## src/rtl/tilemap_writer.sv

```systemverilog
// ---------------------------------------------------------------------------
// tilemap_writer
//
// Buffers tilemap update requests from the host side and drains them into
// the 1024x8 tilemap VRAM only while HCOUNT is inside the horizontal-blank
// write window. The tile renderer keeps the VRAM port for itself during
// active pixels. The top-level mux hands the port to this block whenever
// VRAM_WE is high.
//
// Request handshake (valid/ready):
//   A request transfers on a rising CLK_VGA edge where REQ_VALID and
//   REQ_READY are both high. The producer holds REQ_* stable while
//   REQ_VALID is high and REQ_READY is low. REQ_READY depends only on the
//   FIFO occupancy and RESET, never on REQ_VALID. A full FIFO keeps
//   REQ_READY low even in a cycle where an entry is popped.
//
// Ports:
//   CLK_VGA    in   pixel clock; the only clock
//   RESET      in   synchronous, active-high
//   HCOUNT     in   horizontal counter, 0..799
//   REQ_VALID  in   request present
//   REQ_READY  out  request can be accepted
//   REQ_FILL   in   0 = single write, 1 = run-length fill
//   REQ_ADDR   in   tilemap address {row[4:0], col[4:0]}
//   REQ_DATA   in   tile byte
//   REQ_LEN    in   fill length minus one (ignored for single writes)
//   VRAM_ADDR  out  registered write address
//   VRAM_DIN   out  registered write data
//   VRAM_WE    out  registered write strobe / port grant
//   BUSY       out  FIFO non-empty or a fill is in progress
// ---------------------------------------------------------------------------
module tilemap_writer #(
    parameter int FIFO_DEPTH  = 8,
    parameter int BLANK_START = 640,
    parameter int BLANK_END   = 797
) (
    input  logic       CLK_VGA,
    input  logic       RESET,
    input  logic [9:0] HCOUNT,
    input  logic       REQ_VALID,
    output logic       REQ_READY,
    input  logic       REQ_FILL,
    input  logic [9:0] REQ_ADDR,
    input  logic [7:0] REQ_DATA,
    input  logic [9:0] REQ_LEN,
    output logic [9:0] VRAM_ADDR,
    output logic [7:0] VRAM_DIN,
    output logic       VRAM_WE,
    output logic       BUSY
);

    localparam int AW = $clog2(FIFO_DEPTH);
    localparam logic [AW:0] FULL_CNT = (AW+1)'(FIFO_DEPTH);
    localparam logic [9:0]  WIN_LO   = 10'(BLANK_START);
    localparam logic [9:0]  WIN_HI   = 10'(BLANK_END);

    typedef enum logic {
        ST_IDLE = 1'b0,
        ST_FILL = 1'b1
    } drain_state_t;

    // -----------------------------------------------------------------------
    // Request FIFO: entry layout {fill, addr[9:0], data[7:0], len[9:0]}
    // -----------------------------------------------------------------------
    logic [28:0]   fifo_mem [FIFO_DEPTH];
    logic [AW-1:0] wr_ptr;
    logic [AW-1:0] rd_ptr;
    logic [AW:0]   count;
    logic [AW:0]   count_n;
    logic          push;
    logic          pop;
    logic          fifo_full;
    logic          fifo_empty;

    logic [28:0]   head_entry;
    logic          head_fill;
    logic [9:0]    head_addr;
    logic [7:0]    head_data;
    logic [9:0]    head_len;

    assign fifo_full  = (count == FULL_CNT);
    assign fifo_empty = (count == '0);
    assign REQ_READY  = !fifo_full && !RESET;
    assign push       = REQ_VALID && REQ_READY;

    assign head_entry = fifo_mem[rd_ptr];
    assign head_fill  = head_entry[28];
    assign head_addr  = head_entry[27:18];
    assign head_data  = head_entry[17:10];
    assign head_len   = head_entry[9:0];

    // Storage has no reset: only entries below the occupancy count are read.
    always_ff @(posedge CLK_VGA) begin
        if (push) begin
            fifo_mem[wr_ptr] <= {REQ_FILL, REQ_ADDR, REQ_DATA, REQ_LEN};
        end
    end

    // Pointers wrap naturally because the depth is a power of two.
    always_ff @(posedge CLK_VGA) begin
        if (RESET) begin
            wr_ptr <= '0;
            rd_ptr <= '0;
            count  <= '0;
        end else begin
            if (push) begin
                wr_ptr <= wr_ptr + AW'(1);
            end
            if (pop) begin
                rd_ptr <= rd_ptr + AW'(1);
            end
            count <= count_n;
        end
    end

    always_comb begin
        count_n = count + (AW+1)'(push) - (AW+1)'(pop);
    end

    // -----------------------------------------------------------------------
    // Write window: evaluated on the live HCOUNT, so a write decided in the
    // cycle showing HCOUNT=h appears on VRAM_WE during HCOUNT=h+1.
    // -----------------------------------------------------------------------
    logic win;
    assign win = (HCOUNT >= WIN_LO) && (HCOUNT <= WIN_HI);

    // -----------------------------------------------------------------------
    // Drain FSM
    // -----------------------------------------------------------------------
    drain_state_t state;
    drain_state_t state_n;
    logic [9:0]   cur_addr;
    logic [9:0]   cur_addr_n;
    logic [9:0]   remain;
    logic [9:0]   remain_n;
    logic         issue;
    logic [9:0]   wr_addr;
    logic [7:0]   wr_din;

    always_ff @(posedge CLK_VGA) begin
        if (RESET) begin
            state    <= ST_IDLE;
            cur_addr <= '0;
            remain   <= '0;
        end else begin
            state    <= state_n;
            cur_addr <= cur_addr_n;
            remain   <= remain_n;
        end
    end

    always_comb begin
        state_n    = state;
        cur_addr_n = cur_addr;
        remain_n   = remain;
        pop        = 1'b0;
        issue      = 1'b0;
        wr_addr    = cur_addr;
        wr_din     = head_data;

        case (state)
            ST_IDLE: begin
                if (!fifo_empty && win) begin
                    issue   = 1'b1;
                    wr_addr = head_addr;
                    if (!head_fill || (head_len == 10'd0)) begin
                        pop = 1'b1;
                    end else begin
                        // The head stays in the FIFO for the whole fill so its
                        // data byte is read straight from storage each write.
                        cur_addr_n = head_addr + 10'd1;
                        remain_n   = head_len - 10'd1;
                        state_n    = ST_FILL;
                    end
                end
            end

            ST_FILL: begin
                // Outside the window everything holds and the run resumes
                // in the next line's blanking interval.
                if (win) begin
                    issue      = 1'b1;
                    wr_addr    = cur_addr;
                    cur_addr_n = cur_addr + 10'd1;
                    if (remain == 10'd0) begin
                        pop     = 1'b1;
                        state_n = ST_IDLE;
                    end else begin
                        remain_n = remain - 10'd1;
                    end
                end
            end

            default: begin
                state_n = ST_IDLE;
            end
        endcase
    end

    // -----------------------------------------------------------------------
    // Registered VRAM port and status. Address and data hold their last
    // values when no write is issued, so only VRAM_WE toggles.
    // -----------------------------------------------------------------------
    always_ff @(posedge CLK_VGA) begin
        if (RESET) begin
            VRAM_WE   <= 1'b0;
            VRAM_ADDR <= '0;
            VRAM_DIN  <= '0;
            BUSY      <= 1'b0;
        end else begin
            VRAM_WE <= issue;
            if (issue) begin
                VRAM_ADDR <= wr_addr;
                VRAM_DIN  <= wr_din;
            end
            BUSY <= (count_n != '0) || (state_n == ST_FILL);
        end
    end

endmodule

```

## config.mk

```make
export PLATFORM = sky130hd
export DESIGN_NAME = tilemap_writer
export DESIGN_NICKNAME = d
export VERILOG_FILES = /design/src/rtl/tilemap_writer.sv
export SDC_FILE = /design/constraint.sdc
export NUM_CORES = 1
export LEC_CHECK = 0
export ABC_AREA = 1
export CAP_MARGIN = 20
export CORE_ASPECT_RATIO = 2
export CORE_MARGIN = 2
export CORE_UTILIZATION = 55
export CTS_BUF_LIST = sky130_fd_sc_hd__clkbuf_4
export CTS_CLUSTER_DIAMETER = 50
export CTS_CLUSTER_SIZE = 30
export DETAILED_ROUTE_END_ITERATION = 10
export GPL_TIMING_DRIVEN = 1
export PLACE_DENSITY = 0.77
export SETUP_SLACK_MARGIN = 0.4
export SLEW_MARGIN = 40
export SYNTH_ARGS = -nofsm -noshare
export SYNTH_HDL_FRONTEND = slang
export SYNTH_SLANG_ARGS = --single-unit
```

## constraint.sdc

```tcl
create_clock -name CLK_VGA -period 4.49 [get_ports CLK_VGA]
set_input_delay 0.898 -clock CLK_VGA [delete_from_list [all_inputs] [get_ports CLK_VGA]]
set_output_delay 0.898 -clock CLK_VGA [all_outputs]
set_load 0.05 [all_outputs]
```

# ---- Word-level counts from Yosys, hierarchy flattened
# Memory sizes are Yosys's and may differ from the RTL's. A register that Yosys moved wholly into a read port is not among the register bits.
# Index checks and enable logic that the tools add are counted.
dict set report totals {
  out_inout_bits 21
  mem_count 1
  mem_bits_rw 232
  word_cells 71
  inputBits 42
  ff_bits 51
}
# memory depth word_bits read_ports rd_ports_with_merged_regs write_ports line_no
set memory_table {}
lappend memory_table {fifo_mem 8 29 1 1 1 65} ;# logic [28:0] fifo_mem [FIFO_DEPTH];
dict set report op_classes {
  mux 28
  reduce_logical 16
  eq_ne 5
  bitwise 1
  n_addsub 8
  magnitude_cmp 2
}
# op n
set op_table {}
lappend op_table {{10-bit 2-to-1 mux} 8}
lappend op_table {{10-bit one-hot mux with 2 select lines} 3}
lappend op_table {{10-bit by 1-bit adder with 10-bit output, second input constant} 2}
lappend op_table {{10-bit logical NOT} 2}
lappend op_table {{10-bit by 1-bit subtractor with 10-bit output, second input constant} 2}
lappend op_table {{1-bit 2-to-1 mux} 12}
lappend op_table {{10-bit greater-or-equal comparator, second input constant} 1}
lappend op_table {{10-bit <= comparator, second input constant} 1}
lappend op_table {{2-bit != test, second input constant} 4}
lappend op_table {{3-bit by 1-bit adder with 3-bit output, second input constant} 2}
lappend op_table {{3-bit 2-to-1 mux} 2}
lappend op_table {{1-bit one-hot mux with 2 select lines} 3}
lappend op_table {{4-bit by 1-bit adder with 4-bit output} 1}
lappend op_table {{4-bit == test, second input constant} 1}
lappend op_table {{1-bit logical AND} 4}
lappend op_table {{1-bit logical NOT} 4}
lappend op_table {{4-bit logical NOT} 1}
lappend op_table {{4-bit AND reduction} 1}
lappend op_table {{4-bit nonzero test} 1}
lappend op_table {{4-bit by 1-bit subtractor with 4-bit output} 1}
lappend op_table {{3-bit AND reduction} 1}
lappend op_table {{1-bit logical OR} 2}
lappend op_table {{1-bit NOT} 1}

# ---- Logic depth before layout (Yosys ltp)
dict set report logic_depth {
  ltp_word 8
  ltp_mapped 23
  ltp_nobuf 21
}

# ---- Worst setup path before layout
# No wires, ideal clock.
dict set report synth_path {
  path_kind {input -> register}
  from {in RESET}
  to {mem fifo_mem[0][0], enable pin}
  path_stages 6
  setup_time_ps 415
  arrival_ps 3717
  required_time_ps 4075
  n_path_buf 1
  slack_ps 358
  cell_sequence {clkbuf_1 a31oi_1 nand2_1 inv_1 nand2_1 nor2_1}
}
dict set report synth_via {
  elab_chain_cells 5
}
# element line_no
set synth_rtl {}
lappend synth_rtl {{start: declaration} 38} ;# input logic RESET,
lappend synth_rtl {{1-bit logical NOT} 83} ;# assign REQ_READY = !fifo_full && !RESET;
lappend synth_rtl {{1-bit logical AND} 83}
lappend synth_rtl {{via REQ_READY} 41} ;# output logic REQ_READY,
lappend synth_rtl {{1-bit logical AND} 84} ;# assign push = REQ_VALID && REQ_READY;
lappend synth_rtl {{1-bit 2-to-1 mux} 94} ;# if (push) begin
lappend synth_rtl {{1-bit 2-to-1 mux (not written as such)} 95} ;# fifo_mem[wr_ptr] <= {REQ_FILL, REQ_ADDR, REQ_DATA, REQ_LEN};
lappend synth_rtl {{end: declaration} 65}
# The timed path passes the listed nets, and every way through them passes these cells.

==> results.md <==
Outcome:
- The run finished with clean final reports.

Logic synthesis:
- Yosys printed 0 warnings.
- When the netlist entered floorplanning its net count stood at 1,231.
- After synthesis the netlist holds a flip-flop and latch count of 286.
- The post-synthesis adder-cell area fraction is 0.0118.
- The fraction of post-synthesis cell area in the top cell type by area is 0.566.
- The fraction of synthesized area in multiplexers is 0.
- By area, the combinational part of the netlist is dominated by simple AND/OR/NAND/NOR gates.
- After synthesis, the cell types taking the most area are edfxtp_1, nand2_1, dfxtp_1.
- The synthesized-area fraction occupied by ao, oa, aoi and oai cells is 0.0701.
- Of the total synthesized cell area, the portion taken by AND, OR, NAND and NOR gates is 0.194.
- The cell with the most instances after synthesis is nand2_1.
- After synthesis, the most frequently instantiated cells are nand2_1, edfxtp_1, nand3_1.
- The most used flip-flop cell after synthesis is edfxtp_1.
- Of all cell types, the one taking the most synthesized area is edfxtp_1.
- The netlist uses 46 different library cells.
- For this run, the register share of the synthesized area comes to 0.654.
- The mapped netlist covers 12,300 um^2.
- The number of instances in the synthesized netlist is 1,178.
- Averaged over all synthesized cells, the footprint is 10.4 um^2.
- Of the total synthesized cell area, the portion taken by XOR and XNOR cells is 0.00712.
- The share of flip-flops with an asynchronous set or reset after synthesis is 0.
- The count of flip-flops with a built-in enable after synthesis is 232.

Clock tree:
- The number of H-tree branching levels is 1.
- The CTS sink count is 286.
- Clock-pin slew was measured on the worst setup and hold paths at 0.27 ns.
- TritonCTS built the clock tree.
- The post-cts gate resize count is 0.
- Clock latency on the worst-skew pair, taken at its later pin, is 0.69 ns.
- CTS placed an instance of clkbuf_4 at the clock tree root.
- The count of hold buffers inserted by post-cts repair is 0.
- Counting the buffers created by CTS gives 15.
- No sink is reached through more buffers than the 3 on the longest clock path.
- Post-CTS timing repair inserted 0 buffers for setup.

Global routing:
- The via count of the first global-routing pass is 8,174.
- The pin count of the biggest net entering global routing is 124.
- The first-pass GRT wire length is 41,000 um.
- Across every metal layer, demand over resource in global routing totals 0.227.
- The number of antenna violations at the first check in global routing is 1.
- The total grt overflow is 0.

Drt:
- After detailed routing, the average wire length per cell comes to 17.5 um.
- Summing over every cut layer, the via total after detailed routing is 8,401.
- The final routed wirelength across all metal layers is 26,200 um.
- The first detailed-routing pass took 5 iterations.
- The post-route DRC violation count is 0.
- The post-detailed-route count of antenna-violating nets is 0.
- The detailed router finished its first iteration with 654 violations.
- Dividing the detail-routed via count by the number of cells gives 5.60.

Final layout:
- The number of fill cells is 1,754.
- In the final layout, the share of cells above drive strength 1 is 0.0662.
- The synthesis-to-layout area growth is 8.48%.
- The total number of nets in the final design is 1,268.

Pwr:
- The maximum ir drop on the vdd rail is 0.364 mV.
- For this design the static power due to leakage is 5.03 nW.
- The design draws 5.54 mW.
- In this run the power density over the cells is 416 nW/um^2.

Timing:
- The final critical-path share of the clock period is 0.818.
- The highest attainable clock frequency is 272 MHz.
- The final number of max-transition violations is 0.
- Setup violations remaining at the end of the flow were counted as 0.
- The setup TNS is 0 ns.
- The number of hold-slack violations in the final timing report came to 0.
- Across all setup checks in the final design, the least slack found is 0.817 ns.
- The remaining max-slew budget at the tightest pin is 0.484.
- At the pin with the least slew margin, the transition time is 0.773 ns.
- After layout, the minimum clock period comes to 3.67 ns.
- Setup repair after global routing left no endpoint under its margin.
- For the final database, setup skew stands at 0.0480 ns.

Job:
- The total of max-cap violations is 0.

Placed design:
- The post-detailed-placement half-perimeter wirelength is 15,400 um.
- The count of buffers added on input and output ports is 61.
- Before CTS, the worst setup slack after placement is 0.534 ns.
- At the end of routability-driven placement, the weighted congestion stood at 0.848.

Worst hold path:
- The number of cells on the worst hold path is 2.
- The tightest min-delay check is of the flip-flop to flip-flop type.

Setup path:
- STA classifies the critical path startpoint as a flip-flop.
- Data on the critical path arrives at its endpoint at 4.25 ns.
- Along the worst path, the maximum fanout reaches 61.
- The worst setup path is captured at a flip-flop.
- For the worst setup path, the data required time is 5.06 ns.
- The type of the worst setup path is flip-flop to flip-flop.
- The number of cells on the worst reg-to-reg path is 19.

Floorplanning:
- The I/O pin count is 63.
- Measured along the x axis, the die boundary spans 110 um.
- After floorplanning, the core was divided into 77 placement rows.
- The overall die area is 23,600 um^2.
- The initial core utilization is 0.557.
- After floorplanning, the core was sized to cover 22,100 um^2.
- The floorplan die height is 215 um.
## critical path, stage by stage (launching register included)
cell and delay, ns:
dfxtp_2 0.42, buf_4 0.62, nand3_1 0.22, nand3_1 0.15, nand2_1 0.10, nand2_1 0.08, nor2_1 0.05, nand3_1 0.17
nand3_2 0.14, nand3_2 0.14, inv_2 0.05, ha_1 0.27, inv_1 0.04, ha_1 0.19, fa_1 0.38, xor2_1 0.17
inv_1 0.08, nand2_1 0.06, nor3_1 0.14, o21ai_0 0.09
## per-layer routing
metal	up-vias	wire length (um)	GRT usage	share of wire
li1	4066	-	-	-
met1	3946	9550	0.259	0.36
met2	310	13900	0.407	0.53
met3	79	1730	0.0251	0.066
met4	0	1040	0.119	0.040
met5	-	0	0	0
## cell families (layout without fill, tap and decap cells)
group	Yosys count	count (layout)
and+or+nand+nor	564	564
DFF	286	286
buffers and inverters	161	206
AOI/OAI and AO/OA	146	146
adders and majority gates	11	11
xor gates and xnor gates	10	10
other	0	1
## final cells by class
type | count | area (um^2) | share of cell area
timing repair buffer | 80 | 766 | 0.0574
inverter | 101 | 389 | 0.0292
clock inverter | 7 | 105 | 0.00788
clock buffer | 18 | 135 | 0.0101
tap | 276 | 345 | 0.0259
sequential | 286 | 8050 | 0.604
antenna | 1 | 2.50 | 0.000188
multi-input combinational | 731 | 3550 | 0.266
## metrics by stage
step            util  hold WS [ns]  cell area, um^2  instances
2_1_floorplan      -         0.444            12300       1178
3_3_place_gp   0.594         0.455            13100       1474
3_5_place_dp   0.594         0.459            13100       1474
5_1_grt        0.605         0.506            13300       1500
4_1_cts        0.605         0.486            13300       1499
6_report       0.605         0.482            13300       1500
## worst paths after layout
| check | slack, ns | startpoint | end |
|---|---|---|---|
| setup / recovery | 0.82 | flip-flop | BUSY |
| hold reg to reg | 0.48 | VRAM_ADDR[4] | VRAM_ADDR[4] |
| hold / removal | 0.48 | VRAM_ADDR[4] | VRAM_ADDR[4] |
| setup reg to reg | 0.82 | flip-flop | BUSY |
## registers in the layout (all words and copies together), names as in the netlist, named ones only
name and flops:
wr_ptr 3, VRAM_DIN 8, count 4, VRAM_WE 1, fifo_mem 232, remain 10
cur_addr 10, state 1, BUSY 1, VRAM_ADDR 10, rd_ptr 3
## report_power, final
part | switching (mW) | internal, mW
logic | 0.968 | 0.450
clock network | 0.774 | 0.289
registers | 0.0623 | 3.00
## placed cells by master, fill, tap and decap left out, types with 2 or more instances in the layout
| cell | Yosys | routed |
|---|---|---|
| nand2_1 | 295 | 295 |
| edfxtp_1 | 232 | 232 |
| nand3_1 | 129 | 129 |
| nor2_1 | 110 | 102 |
| inv_1 | 97 | 97 |
| o21ai_0 | 62 | 62 |
| clkdlybuf4s50_1 | 0 | 61 |
| dfxtp_1 | 54 | 52 |
| a21oi_1 | 25 | 25 |
| clkbuf_4 | 0 | 18 |
| buf_4 | 9 | 18 |
| o22ai_1 | 17 | 17 |
| o21ai_1 | 13 | 13 |
| nor2_4 | 3 | 11 |
| a31oi_1 | 10 | 10 |
| xor2_1 | 10 | 10 |
| ha_1 | 10 | 10 |
| nand3_2 | 7 | 7 |
| o311ai_0 | 6 | 6 |
| nor3_1 | 4 | 4 |
| nand4_1 | 4 | 4 |
| nand2_2 | 4 | 4 |
| or2_2 | 4 | 4 |
| a31oi_4 | 2 | 2 |
| o21ai_2 | 2 | 2 |
| nor4_1 | 2 | 2 |
| o221ai_1 | 2 | 2 |
| inv_6 | 0 | 2 |
| inv_12 | 0 | 2 |
(Power assumes the default switching activity.)
